## config.mk

```make
export PLATFORM = sky130hd
export DESIGN_NAME = uart_tx_arbiter
export DESIGN_NICKNAME = d
export VERILOG_FILES = /design/src/rtl/uart_pkg.sv /design/src/rtl/rr_pick.sv /design/src/rtl/uart_tx_arbiter.sv
export SDC_FILE = /design/constraint.sdc
export NUM_CORES = 1
export LEC_CHECK = 0
export ABC_AREA = 1
export BUFFER_PORTS_ARGS = -buffer_cell sky130_fd_sc_hd__buf_2
export CAP_MARGIN = 30
export CORE_MARGIN = 1
export CORE_UTILIZATION = 40
export CTS_BUF_LIST = sky130_fd_sc_hd__clkbuf_2
export DETAILED_ROUTE_END_ITERATION = 6
export PLACE_DENSITY = 0.69
export SLEW_MARGIN = 0
export SYNTH_ARGS = -nofsm -noshare
export SYNTH_HDL_FRONTEND = slang
export SYNTH_SLANG_ARGS = --single-unit
export TNS_END_PERCENT = 100
```

## constraint.sdc

```tcl
create_clock -name clk -period 1.8 [get_ports clk]
set_input_delay 0.27 -clock clk [delete_from_list [all_inputs] [get_ports clk]]
set_output_delay 0.27 -clock clk [all_outputs]
set_load 0.02 [all_outputs]
```

## src/rtl/uart_pkg.sv

```systemverilog
// Shared definitions for the UART transmit-side blocks.
package uart_pkg;

    localparam int UART_DATA_W = 8;

    typedef enum logic [1:0] {
        IDLE,
        ISSUE,
        WAIT_BUSY,
        WAIT_DONE
    } arb_state_t;

endpackage

```

## src/rtl/rr_pick.sv

```systemverilog
// Combinational round-robin picker: first eligible request at or after ptr, wrapping modulo N.
module rr_pick #(
    parameter int N = 4,
    localparam int IW = $clog2(N)
) (
    input  logic [N-1:0]  req,
    input  logic [IW-1:0] ptr,
    input  logic [N-1:0]  mask,
    output logic          valid,
    output logic [IW-1:0] winner
);

    logic [N-1:0]  eligible;
    logic [IW-1:0] idx;

    assign eligible = req & mask;

    // Scan from the farthest offset down so the closest hit to ptr is the one that sticks.
    always_comb begin
        valid  = 1'b0;
        winner = '0;
        idx    = '0;
        for (int k = N - 1; k >= 0; k--) begin
            idx = IW'((int'(ptr) + k) % N);
            if (eligible[idx]) begin
                valid  = 1'b1;
                winner = idx;
            end
        end
    end

endmodule

```

## src/rtl/uart_tx_arbiter.sv

```systemverilog
// Round-robin arbiter sharing one uart_tx among N byte-stream requesters, with a
// per-message lock so that multi-byte messages are never interleaved.
module uart_tx_arbiter
    import uart_pkg::*;
#(
    parameter int N      = 4,
    parameter int DATA_W = UART_DATA_W,
    localparam int IW    = $clog2(N)
) (
    input  logic                clk,
    input  logic                rst,
    input  logic [N-1:0]        req,
    input  logic [N*DATA_W-1:0] req_data,
    input  logic [N-1:0]        req_last,
    output logic [N-1:0]        ack,
    output logic [IW-1:0]       grant_id,
    output logic                locked,
    output logic                tx_send,
    output logic [DATA_W-1:0]   tx_data,
    input  logic                tx_busy
);

    arb_state_t    state, state_next;
    logic [IW-1:0] ptr;
    logic [IW-1:0] ptr_after;
    logic [IW-1:0] pick_id;
    logic          pick_valid;
    logic          capture;
    logic          last_flag;
    logic [N-1:0]  grant_onehot;
    logic [N-1:0]  lock_mask;

    assign grant_onehot = N'(1) << grant_id;
    assign lock_mask    = locked ? grant_onehot : '1;
    assign ptr_after    = (int'(grant_id) == N - 1) ? '0 : grant_id + IW'(1);

    rr_pick #(.N(N)) u_pick (
        .req    (req),
        .ptr    (ptr),
        .mask   (lock_mask),
        .valid  (pick_valid),
        .winner (pick_id)
    );

    assign tx_send = (state == ISSUE);
    assign ack     = tx_send ? grant_onehot : '0;

    // tx_busy gates arbitration so a frame left running across a reset is never overrun.
    always_comb begin
        state_next = state;
        capture    = 1'b0;
        unique case (state)
            IDLE: begin
                if (!tx_busy && pick_valid) begin
                    capture    = 1'b1;
                    state_next = ISSUE;
                end
            end
            ISSUE:     state_next = WAIT_BUSY;
            WAIT_BUSY: if (tx_busy) state_next = WAIT_DONE;
            WAIT_DONE: if (!tx_busy) state_next = IDLE;
            default:   state_next = IDLE;
        endcase
    end

    always_ff @(posedge clk) begin
        if (rst) begin
            state     <= IDLE;
            ptr       <= '0;
            grant_id  <= '0;
            locked    <= 1'b0;
            tx_data   <= '0;
            last_flag <= 1'b0;
        end else begin
            state <= state_next;
            if (capture) begin
                grant_id  <= pick_id;
                tx_data   <= req_data[int'(pick_id) * DATA_W +: DATA_W];
                last_flag <= req_last[pick_id];
            end
            if (state == ISSUE) begin
                locked <= ~last_flag;
            end
            // Only a completed message hands priority on; a locked owner keeps ptr still.
            if (state == WAIT_DONE && !tx_busy && last_flag) begin
                ptr <= ptr_after;
            end
        end
    end

endmodule
```

Yosys cells after proc, flatten, opt, wreduce, memory -nomap -nowiden
Index checks and enable logic that the tools add are counted.
{ "totals": {"ff_bits": 16, "input_bits": 43, "out_inout_bits": 16, "word_cells": 59} }
{ "op_classes": {"n_addsub": 4, "n_lt_le_gt_ge": 5, "n_eq_ne": 7, "shifts": 2, "muxes": 27, "n_bitwise": 2, "reduce_logical": 6} }
{ "ops": {"columns": ["op", "count"], "rows": [
  ["$shiftx 32x6->8", 1],
  ["$mux 2", 8],
  ["$lt 2x3->1 const B", 5],
  ["$mux 1", 11],
  ["$bmux 1 s2", 5],
  ["$mux 4", 2],
  ["$pmux 2 s4", 1],
  ["$ne 2x2->1 const B", 3],
  ["$add 2x1->2 const B", 2],
  ["$add 2x2->2 const B", 2],
  ["$and 4x4->4", 1],
  ["$eq 2x1->1 const B", 2],
  ["$eq 2x2->1 const B", 2],
  ["$shl 1x2->4 const A", 1],
  ["$logic_and 1x1->1", 3],
  ["$reduce_and 3->1", 1],
  ["$logic_not 2->1", 1],
  ["$logic_not 1->1", 1],
  ["$not 1->1", 1]
]} }

Logic depth before layout (Yosys ltp)
Gate-level depths: netlist of run 1.
{ "logic_depth": {"depth_word": 12, "ltp_mapped": 19, "mapped_depth_nobuf": 18} }

Modules after synthesis
A second synthesis of run 1 with hierarchy kept.
{ "unflattened": {"hier_cells": 230, "area_unflattened_um2": 1345.0} }
{ "by_module_without_submodules": {"columns": ["module", "n_inst", "cells_per_inst", "area_each_um2", "seq_area_each_um2"], "rows": [
  ["uart_tx_arbiter", 1, 188, 1138.6, 320.3],
  ["rr_pick", 1, 42, 206.4, 0.0]
]} }

Worst setup path before layout of run 1
Ideal clock, no wire load.
{ "synth_path": {"kind": "reg-to-reg", "from": "register grant_id[0]", "to": "register last_flag", "setup_ns": 0.109, "arrival_time_ns": 1.908, "required_time_ns": 1.691, "slack_ns": -0.217, "path_stages_with_launch": 18, "n_path_buf": 1, "synth_period_minus_slack_ns": 2.017, "path_cell_list": "dfxtp_1 inv_1 ha_1 inv_1 nand2_1 nand3_2 nand2_1 nand2_1 nand2_2 nand2_4 nand3_4 nand2_8 buf_12 nand2_2 nand3_2 nand3_1 nand2_1 inv_1"} }
{ "synth_between": {"elab_chain_cells": 12, "elab_cells_between_ends": 24, "classes_between": "shift: 1; mux: 21; bitwise: 1; reduce/logical: 1"} }
{ "synth_lines": {"columns": ["item", "line_no", "source"], "rows": [
  ["start, declared", "uart_tx_arbiter.sv:16", "output logic [IW-1:0] grant_id,"],
  ["start signal, assigned", "uart_tx_arbiter.sv:77", "grant_id <= pick_id;"],
  ["$shl 1x2->4 (*)", "uart_tx_arbiter.sv:33", "assign grant_onehot = N'(1) << grant_id;"],
  ["$mux 4 (*)", "uart_tx_arbiter.sv:34", "assign lock_mask = locked ? grant_onehot : '1;"],
  ["$and 4x4->4 (*)", "rr_pick.sv:16", "assign eligible = req & mask;"],
  ["$bmux 1 s2", "rr_pick.sv:25", "if (eligible[idx]) begin"],
  ["$mux 1 (implied by the code)", "rr_pick.sv:25", null],
  ["$mux 1 (4 in series)", "rr_pick.sv:25", null],
  ["$logic_and 1x1->1", "uart_tx_arbiter.sv:54", "if (!tx_busy && pick_valid) begin"],
  ["$mux 1", "uart_tx_arbiter.sv:54", null],
  ["$mux 1", "uart_tx_arbiter.sv:52", "unique case (state)"],
  ["end signal, assigned", "uart_tx_arbiter.sv:79", "last_flag <= req_last[pick_id];"],
  ["end, declared", "uart_tx_arbiter.sv:29", "logic last_flag;"]
]} }
Every way passes the cells marked *; elsewhere a longest branch is shown, timed or not. The select of a mux whose other input is x is not followed.
A chain may end at the register's enable or synchronous reset.

Worst setup path after layout of run 1
{ "layout_path": {"from": "register grant_id[0]", "to": "register tx_data[0]"} }
{ "layout_between": {"elab_chain_cells": 12, "elab_cells_between_ends": 23, "classes_between": "shift: 2; mux: 19; bitwise: 1; reduce/logical: 1"} }
{ "layout_lines": {"columns": ["item", "line_no", "source"], "rows": [
  ["$shl 1x2->4 (*)", "uart_tx_arbiter.sv:33", null],
  ["$mux 4 (*)", "uart_tx_arbiter.sv:34", null],
  ["$and 4x4->4 (*)", "rr_pick.sv:16", null],
  ["branches (longest 9 deep; another with $shiftx 32x6->8)", null, null],
  ["end signal, assigned", "uart_tx_arbiter.sv:78", "tx_data <= req_data[int'(pick_id) * DATA_W +: DATA_W];"],
  ["end, declared", "uart_tx_arbiter.sv:19", "output logic [DATA_W-1:0] tx_data,"]
]} }
Mark *: on every way between the ends. The select of a mux whose other input is x is not followed.

==> results of run 1 <==
synth_stat cells, drive strengths merged:
cell type	n	area, um2
clkbuf	2	7.510
dfxtp	16	320.3
ha	9	112.6
clkinv	1	3.750
buf	5	58.80
a21oi	12	60.06
a211oi	5	42.54
mux2i	1	10.01
inv	76	292.8
o21ai	2	10.00
o31a	1	8.760
nor2	6	22.52
xor2	1	16.27
nand3	57	347.8
and2	1	6.260
nand2	57	294.0
nand4	1	6.260
cells by family after synthesis:
group	count (synthesis)	share of synthesized area, %
compound gates	20	7.490
xor+xnor	1	1.004
buf+inv	84	22.39
mux	1	0.6178
fa+ha+maj	9	6.950
flops	16	19.77
simple gates	122	41.78
stage by stage:
stage / power [mW] / setup TNS [ns] / instances / instance area [um2]
6_report: 2.674 / -1.987 / 388 / 2570
5_1_grt: 2.843 / -3.663 / 388 / 2570
4_1_cts: 2.456 / -0.8975 / 381 / 2414
3_5_place_dp: 1.966 / -1.093 / 367 / 2088
3_3_place_gp: 1.950 / -1.093 / 367 / 2088
2_1_floorplan: 1.584 / -0.2609 / 253 / 1654
layer usage:
layer | vias to the layer above | track usage (%) | part of all wire, %
li1 | 955 | - | -
met1 | 910 | 27.69 | 39
met2 | 75 | 43.49 | 52
met3 | 18 | 4.688 | 6.7
met4 | 0 | 6.793 | 2.5
met5 | - | 0 | 0
worst min-delay path: stages:
cell,delay (ns)
buf_2,0.10
mux2i_1,0.08
nand2_2,0.10
a211oi_1,0.06
flip-flops by register name, indices dropped and copies added, names as in the netlist:
register / count
state: 2
last_flag: 1
ptr: 2
tx_data: 8
grant_id: 2
locked: 1
final cells by class:
type | instances | area [um2]
Clock buffer | 3 | 15.01
Clock inverter | 1 | 3.754
Fill cell | 297 | 1201
Inverter | 77 | 302.8
Multi-Input combinational cell | 156 | 1227
Sequential cell | 16 | 327.8
Tap cell | 48 | 60.06
Timing Repair Buffer | 86 | 626.9
Timing Repair inverter | 1 | 6.256
final timing paths:
| check | slack (ns) | end | startpoint |
|---|---|---|---|
| worst max-delay path | -0.22 | tx_data[0] | grant_id[0] |
| worst max register to register | -0.22 | tx_data[0] | grant_id[0] |
| worst min register to register | 0.51 | locked | last_flag |
| worst min-delay path | 0.33 | state[1] | tx_busy |
power by group through the flow:
| stage | combinational, mW | clock (mW) | sequential (mW) |
|---|---|---|---|
| 4_1_cts | 1.71 | 0.174 | 0.571 |
| 5_1_grt | 2.06 | 0.195 | 0.586 |
| 2_1_floorplan | 0.942 | 0 | 0.642 |
| 3_3_place_gp | 1.39 | 0 | 0.559 |
| 6_report | 1.92 | 0.183 | 0.573 |
| 3_5_place_dp | 1.40 | 0 | 0.562 |
what timing repair did:
item                                    4_1_cts  5_1_grt
cloned                                        4        2
resized for setup                            40       29
setup buffers                                 6        5
endpoints found under the setup margin       11       15
pin swaps                                    39       24
==> run_results.csv, run 1 <==
group,metric,value,unit
run_status,outcome,"finished with violations",
run_status,violations,"setup timing",
timing,worst_slew_pin_slew,0.3309,ns
critical_path,critPathKind,"reg -> reg",
routing,drt_wl_total,5.445,mm
floorplan,fp-row-count,22,
critical_path,cp_data_arrival_time,2.26,ns
power,p_leak,1.453,nW
critical_path,max_stage_delay,0.41,ns
grt,track_usage,23.87,%
routing,antenna_left,0,
finish,post-route-util,68.15,%
placement,pre_cts_ws,-0.1481,ns
grt,grt_pass1_wl,7.859,mm
placement,dp_hpwl,2.990,mm
timing,fin_skew,0.02230,ns
power,p_sw,1.355,mW
routing,drcViolationCount,0,
floorplan,dieArea,4309,um2
cts,cts_tree,"built",
worst_hold_path,hold_path_class,"in -> reg",
cts,clk_latency,0.33,ns
floorplan,core_area,3771,um2
grt,antenna_found_initial,0,
critical_path,cp.depth,18,
critical_path,path_delay_family,"simple AND/OR/NAND/NOR gates",
finish,layout_commonest_cell,"inv_1",
cts,clock_path_buffers,2,
timing,min_period,2.018,ns
cts,htree_levels,1,
critical_path,setup.worst_path.start_class,"register",
timing,final-hold-violation-count,0,
logic_synthesis,avgSynthCellArea,6.404,um2
cts,hold_buffers,0,
placement,routabilityCongestion,0.9105,
placement,port_buffers,58,
cts,cts_buffers,3,
critical_path,crit_fanout,6,
power,power.density,1040,nW/um2
power,p_sw_share,50.67,%
critical_path,cp_num_buf_inv,4,
grt,overflow,0,
finish,syn_to_final_growth,58.61,%
critical_path,crit_top_cell,"nand2_2",
cts,clk_pin_slew_worst_paths,0.16,ns
finish,antenna_cells,0,
logic_synthesis,synth_cell_type_count,29,
grt,grt_max_degree,17,
floorplan,die_h,65.65,um
power,peakVddDrop,0.6350,mV
finish,final_cell_mix,"inv_1, buf_2, nand3_2, nand2_2, nand2_1",
power,internal_power,1.319,mW
timing,worst_slack,-0.2185,ns
logic_synthesis,synthCells,253,
power,clkPwrFrac,6.9,%
critical_path,path_cells,"inv_4, ha_4, inv_2, nand2_2, nand2_2, o21ai_2, nand2_1, nand2_2, nand2_4, nand2_4, nand2_8, buf_12, nand2_8, nand2_1, nand3_2, nand3_2, nand2_2, inv_2",
logic_synthesis,netlist_area,1620,um2
worst_hold_path,min_path_cells,4,
logic_synthesis,synth_seq_cells,16,
timing,relSlewSlack,77.94,%
routing,num_vias,1958,
routing,drtPass1Iterations,5,
job,maxCapViolations,0,
finish,drive_gt1_share,55.59,%
floorplan,die_w,65.65,um
routing,viasPerCell,5.046,
grt,first_global_vias,1809,
timing,report.final.slew_viol_count,0,
timing,setup_viol,13,
power,combPwrFrac,71.7,%
critical_path,reg2reg_depth,18,
timing,rsz0062_at_grt,"true",
finish,fin_nets,393,
timing,fmax,495.4,MHz
floorplan,ioPinCount,59,
logic_synthesis,synth_seq_area_share,19.77,%
cts,cts-root-buf,"clkbuf_2",
critical_path,end_kind,"register",
timing,hold_slack,0.3262,ns
routing,wire_per_inst,14.03,um
floorplan,start_util,42.97,%
critical_path,critPathSlowestCell,"dfxtp_4",
logic_synthesis,syn-num-nets,305,
timing,post-route-period-util,112.1,%
logic_synthesis,ys_warn_count,0,
routing,drtIter0Drc,128,
cts,cts.sinks,16,
critical_path,critPathRequiredTime,2.04,ns
power,seq_power_share,21.4,%
Note: power is estimated with default switching activity, not from simulation.
==> run 2, diff against run 1 <==
--- a/config.mk
+++ b/config.mk
@@ -6,13 +6,12 @@
 export NUM_CORES = 1
 export LEC_CHECK = 0
 export ABC_AREA = 1
-export BUFFER_PORTS_ARGS = -buffer_cell sky130_fd_sc_hd__buf_2
 export CAP_MARGIN = 30
 export CORE_MARGIN = 1
 export CORE_UTILIZATION = 40
 export CTS_BUF_LIST = sky130_fd_sc_hd__clkbuf_2
 export DETAILED_ROUTE_END_ITERATION = 6
-export PLACE_DENSITY = 0.69
+export DONT_BUFFER_PORTS = 1
 export SLEW_MARGIN = 0
 export SYNTH_ARGS = -nofsm -noshare
 export SYNTH_HDL_FRONTEND = slang
==> run_results.csv, run 2 (same netlist as run 1, synthesis figures left out) <==
group,metric,value,unit
finish,syn_to_final_growth,44.86,%
timing,fmax,506.7,MHz
floorplan,die_h,65.65,um
floorplan,ioPinCount,59,
cts,htree_levels,1,
routing,drtPass1Iterations,4,
cts,cts_tree,"built",
power,peakVddDrop,0.4838,mV
finish,multi_input_area,1244,um2
timing,worst_slack,-0.1736,ns
grt,grt_pass1_wl,7.272,mm
finish,largest_reg_flops,8,
critical_path,critPathSlowestCell,"dfxtp_4",
routing,num_vias,1623,
floorplan,die_w,65.65,um
grt,track_usage,21.98,%
power,p_leak,1.241,nW
finish,antenna_cells,0,
placement,port_buffers,0,
timing,rsz0062_at_grt,"true",
finish,fillCellCount,338,
timing,final-hold-violation-count,0,
finish,final_cell_mix,"inv_1, nand3_2, nand2_1, nand2_2, nand3_1",
cts,cts_buffers,3,
timing,setup_viol,11,
critical_path,critPathKind,"reg -> reg",
cts,cts-root-buf,"clkbuf_2",
routing,drcViolationCount,0,
grt,overflow,0,
timing,report.final.slew_viol_count,0,
routing,wire_per_inst,13.69,um
critical_path,max_stage_delay,0.43,ns
cts,cts.sinks,16,
floorplan,fp-row-count,22,
cts,clock_path_buffers,2,
routing,drtIter0Drc,49,
critical_path,critPathRequiredTime,2.02,ns
run_status,outcome,"finished with violations",
floorplan,dieArea,4309,um2
timing,min_period,1.974,ns
floorplan,start_util,42.97,%
critical_path,setup.worst_path.start_class,"register",
finish,drive_gt1_share,44.25,%
placement,post_dp_cell_area,1821,um2
routing,viasPerCell,4.845,
critical_path,cp_data_arrival_time,2.19,ns
critical_path,path_delay_family,"simple AND/OR/NAND/NOR gates",
finish,regMostFlops,"tx_data",
run_status,violations,"setup timing",
cts,clk_pin_slew_worst_paths,0.17,ns
routing,antenna_left,0,
grt,grt_max_degree,17,
critical_path,cp_num_buf_inv,4,
timing,fin_skew,0.002098,ns
timing,worst_slew_pin_slew,0.2857,ns
job,maxCapViolations,0,
timing,post-route-period-util,109.6,%
finish,fin_area,2347,um2
critical_path,path_cells,"inv_4, ha_4, inv_2, nand2_2, nand3_2, nand2_2, nand2_2, nand2_2, nand2_4, nand2_4, nand2_8, clkbuf_16, nand3_2, nand3_2, nand3_2, nand2_1, inv_1",
critical_path,crit_fanout,8,
timing,relSlewSlack,80.93,%
finish,regArea,327.8,um2
grt,antenna_found_initial,0,
finish,layout_commonest_cell,"inv_1",
grt,first_global_vias,1564,
placement,routabilityCongestion,0.7518,
worst_hold_path,hold_path_class,"in -> reg",
cts,clk_latency,0.29,ns
critical_path,end_kind,"register",
finish,fin_nets,340,
floorplan,core_area,3771,um2
routing,drt_wl_total,4.586,mm
placement,dp_hpwl,2.810,mm
power,power.density,1072,nW/um2
timing,hold_slack,0.02474,ns
==> run 2: changes by cell type in the layout (fill, tap and decap cells not counted), sizes merged <==
cell and change:
dlygate4sd3 +2, buf -58, nand2 +1, clkbuf +2
==> run 2: metal layers <==
| metal | wire, um | GRT usage (%) | up-vias |
|---|---|---|---|
| met5 | 0 | 0 | - |
| met4 | 29 | 7.880 | 0 |
| met3 | 212 | 1.910 | 2 |
| met2 | 2378 | 38.39 | 52 |
| met1 | 1965 | 27.69 | 728 |
| li1 | - | - | 841 |
==> run 2: final timing paths <==
kind	cells past startpoint	slack, ns	end	start
setup / recovery	17	-0.17	tx_data[2]	grant_id[1]
hold / removal	1	0.02	ptr[0]	rst
setup reg to reg	17	-0.17	tx_data[2]	grant_id[1]
hold reg to reg	1	0.51	locked	last_flag
==> run 2: power breakdown <==
group / switching (mW) / total [mW] / leakage (nW) / internal (mW)
sequential: 0.183 / 0.652 / 0.133 / 0.468
combinational: 0.959 / 1.69 / 1.09 / 0.734
clock: 0.122 / 0.170 / 0.0140 / 0.0483
==> run 2: through the flow <==
step                      worst slack (ns)  util, %  cells  power [mW]  TNS (ns)
after floorplan                   -0.03243        -    253       1.584   -0.2609
after global placement            -0.09684    48.27    312       1.897   -0.8065
after detailed placement           -0.1124    48.27    312       1.905   -0.9733
after CTS                          -0.1000    57.73    329       2.402   -0.9403
after global routing               -0.3192    62.24    335       2.727    -3.350
final                              -0.1736    62.24    335       2.515    -1.583
==> run 2: worst reg2reg max path, stage by stage, from the launching register on <==
cell	delay (ns)
dfxtp_4	0.43
inv_4	0.06
ha_4	0.15
inv_2	0.04
nand2_2	0.06
nand3_2	0.10
nand2_2	0.08
nand2_2	0.08
nand2_2	0.07
nand2_4	0.08
nand2_4	0.07
nand2_8	0.18
clkbuf_16	0.19
nand3_2	0.08
nand3_2	0.07
nand3_2	0.07
nand2_1	0.06
inv_1	0.03
==> run 2: area by class of cell <==
class	count	share of cell area (%)
sequential	16	13.97
clock buffer	3	0.6397
timing repair inverter	1	0.3731
multi-input combinational	157	52.98
timing repair buffer	32	16.36
inverter	77	12.95
clock inverter	1	0.1599
tap	48	2.559
==> run 2: repair_timing <==
item / in CTS / in global routing
endpoints found under the setup margin: 11 / 13
hold buffers: 1 / 1
endpoints found under the hold margin: 1 / 3
buffers inserted: 6 / 2
cloned: 6 / 3
pin swaps: 36 / 24
gates resized for setup: 45 / 21
==> run 3, diff against run 2 <==
==> constraint.sdc (replaced) <==
create_clock -name clk -period 1.6 [get_ports clk]
set_input_delay 0.24 -clock clk [delete_from_list [all_inputs] [get_ports clk]]
set_output_delay 0.24 -clock clk [all_outputs]
set_load 0.02 [all_outputs]
==> run_results.csv, run 3 (same netlist as run 1, synthesis figures left out) <==
group,metric,value,unit
timing,worst_slew_pin_slew,0.3095,ns
grt,antenna_found_initial,0,
floorplan,die_w,65.65,um
grt,grt_max_degree,13,
floorplan,fp-row-count,22,
finish,antenna_cells,0,
finish,final_cell_mix,"inv_1, nand3_2, buf_4, nand2_2, nand2_1",
cts,clk_pin_slew_worst_paths,0.19,ns
placement,pre_cts_ws,-0.3480,ns
routing,drtIter0Drc,62,
power,p_sw_share,49.79,%
critical_path,path_delay_family,"simple AND/OR/NAND/NOR gates",
finish,fin_nets,354,
timing,relSlewSlack,79.34,%
routing,drcViolationCount,0,
floorplan,core_area,3771,um2
placement,post_dp_cell_area,1898,um2
finish,drive_gt1_share,56.81,%
cts,clk_latency,0.31,ns
cts,cts-root-buf,"clkbuf_2",
timing,report.final.slew_viol_count,0,
placement,port_buffers,0,
critical_path,critPathKind,"reg -> reg",
timing,fin_skew,0.01379,ns
placement,dp_hpwl,2.966,mm
finish,fillCellCount,298,
critical_path,cp_data_arrival_time,2.22,ns
power,clkPwrFrac,6.1,%
timing,fmax,502.7,MHz
floorplan,dieArea,4309,um2
routing,drtPass1Iterations,4,
grt,track_usage,20.82,%
grt,first_global_vias,1569,
timing,hold_slack,0.04061,ns
floorplan,ioPinCount,59,
critical_path,path_cells,"inv_4, ha_4, inv_4, nand2_4, nand3_2, nand2_4, nand2_2, nand2_2, inv_2, nand2_4, nand3_4, buf_6, nand2_8, nand2_1, nand3_2, nand3_2, nand2_1, inv_1",
timing,post-route-period-util,124.3,%
critical_path,max_stage_delay,0.41,ns
cts,cts_buffers,3,
power,p_sw,1.651,mW
critical_path,cp_num_buf_inv,5,
power,p_leak,1.369,nW
cts,clock_path_buffers,2,
cts,cts_tree,"built",
finish,fin_area,2669,um2
timing,rsz0062_at_grt,"true",
job,maxCapViolations,0,
routing,antenna_left,0,
run_status,outcome,"finished with violations",
power,combPwrFrac,71.4,%
timing,final-hold-violation-count,0,
cts,htree_levels,1,
finish,layout_commonest_cell,"inv_1",
finish,syn_to_final_growth,64.71,%
routing,wire_per_inst,15.02,um
finish,regArea,327.8,um2
worst_hold_path,hold_path_class,"in -> reg",
timing,setup_viol,13,
placement,routabilityCongestion,0.8153,
critical_path,setup.worst_path.start_class,"register",
timing,worst_slack,-0.3892,ns
power,power.density,1243,nW/um2
power,internal_power,1.665,mW
critical_path,end_kind,"register",
finish,multi_input_area,1411,um2
power,peakVddDrop,0.5728,mV
floorplan,die_h,65.65,um
cts,cts.sinks,16,
floorplan,start_util,42.97,%
routing,drt_wl_total,5.242,mm
timing,min_period,1.989,ns
grt,overflow,0,
finish,stdcell_count,349,
critical_path,critPathRequiredTime,1.83,ns
routing,viasPerCell,5.049,
critical_path,critPathSlowestCell,"dfxtp_4",
routing,num_vias,1762,
grt,grt_pass1_wl,6.962,mm
critical_path,crit_fanout,5,
placement,place_inst,319,
power,seq_power_share,22.5,%
finish,regMostFlops,"tx_data",
run_status,violations,"setup timing",
finish,largest_reg_flops,8,
run 3: routing by layer:
layer / GRT usage [%] / part of all wire (%) / vias up
li1: - / - / 872
met5: 0 / 0 / -
met3: 2.083 / 4.0 / 13
met2: 34.57 / 50 / 66
met1: 27.80 / 43 / 811
met4: 6.793 / 2.6 / 0
run 3: worst paths after layout:
check,from,to,slack (ns),depth (start not counted)
min,rst,tx_data[3],0.04,3
max reg2reg,grant_id[1],last_flag,-0.39,18
max,grant_id[1],last_flag,-0.39,18
min reg2reg,last_flag,locked,0.52,1
run 3: metrics by stage:
stage	power, mW	TNS [ns]	util, %
final	3.317	-4.220	70.77
after global routing	3.547	-5.645	70.77
after CTS	2.698	-3.692	57.56
after detailed placement	2.187	-3.736	50.33
after global placement	2.169	-3.461	50.33
after floorplan	1.807	-2.256	-
run 3: cell type report:
type                       instances  share of cell area (%)
multi-input combinational        155                   52.88
timing repair buffer              48                   19.41
sequential                        16                   12.28
inverter                          77                   11.86
tap                               48                   2.250
timing repair inverter             1                  0.6095
clock buffer                       3                  0.5626
clock inverter                     1                  0.1406
run 3: worst min-delay path, cell delays in order:
cell and delay, ns:
a21oi_1 0.02, nand2_1 0.05, inv_1 0.03
run 3: timing repair:
item,in CTS,in global routing
endpoints found under the setup margin,13,18
gates cloned,3,3
resized for setup,32,80
setup buffers,7,12
hold buffers,1,0
pin swaps,32,43
endpoints found under the hold margin,5,0
run 3: power by group through the flow:
stage                     combinational, mW  sequential, mW  clock, mW
final                                  2.37           0.745      0.203
after global routing                   2.56           0.762      0.222
after CTS                              1.76           0.733      0.203
after detailed placement               1.46           0.729          0
after global placement                 1.45           0.723          0
after floorplan                        1.08           0.722          0
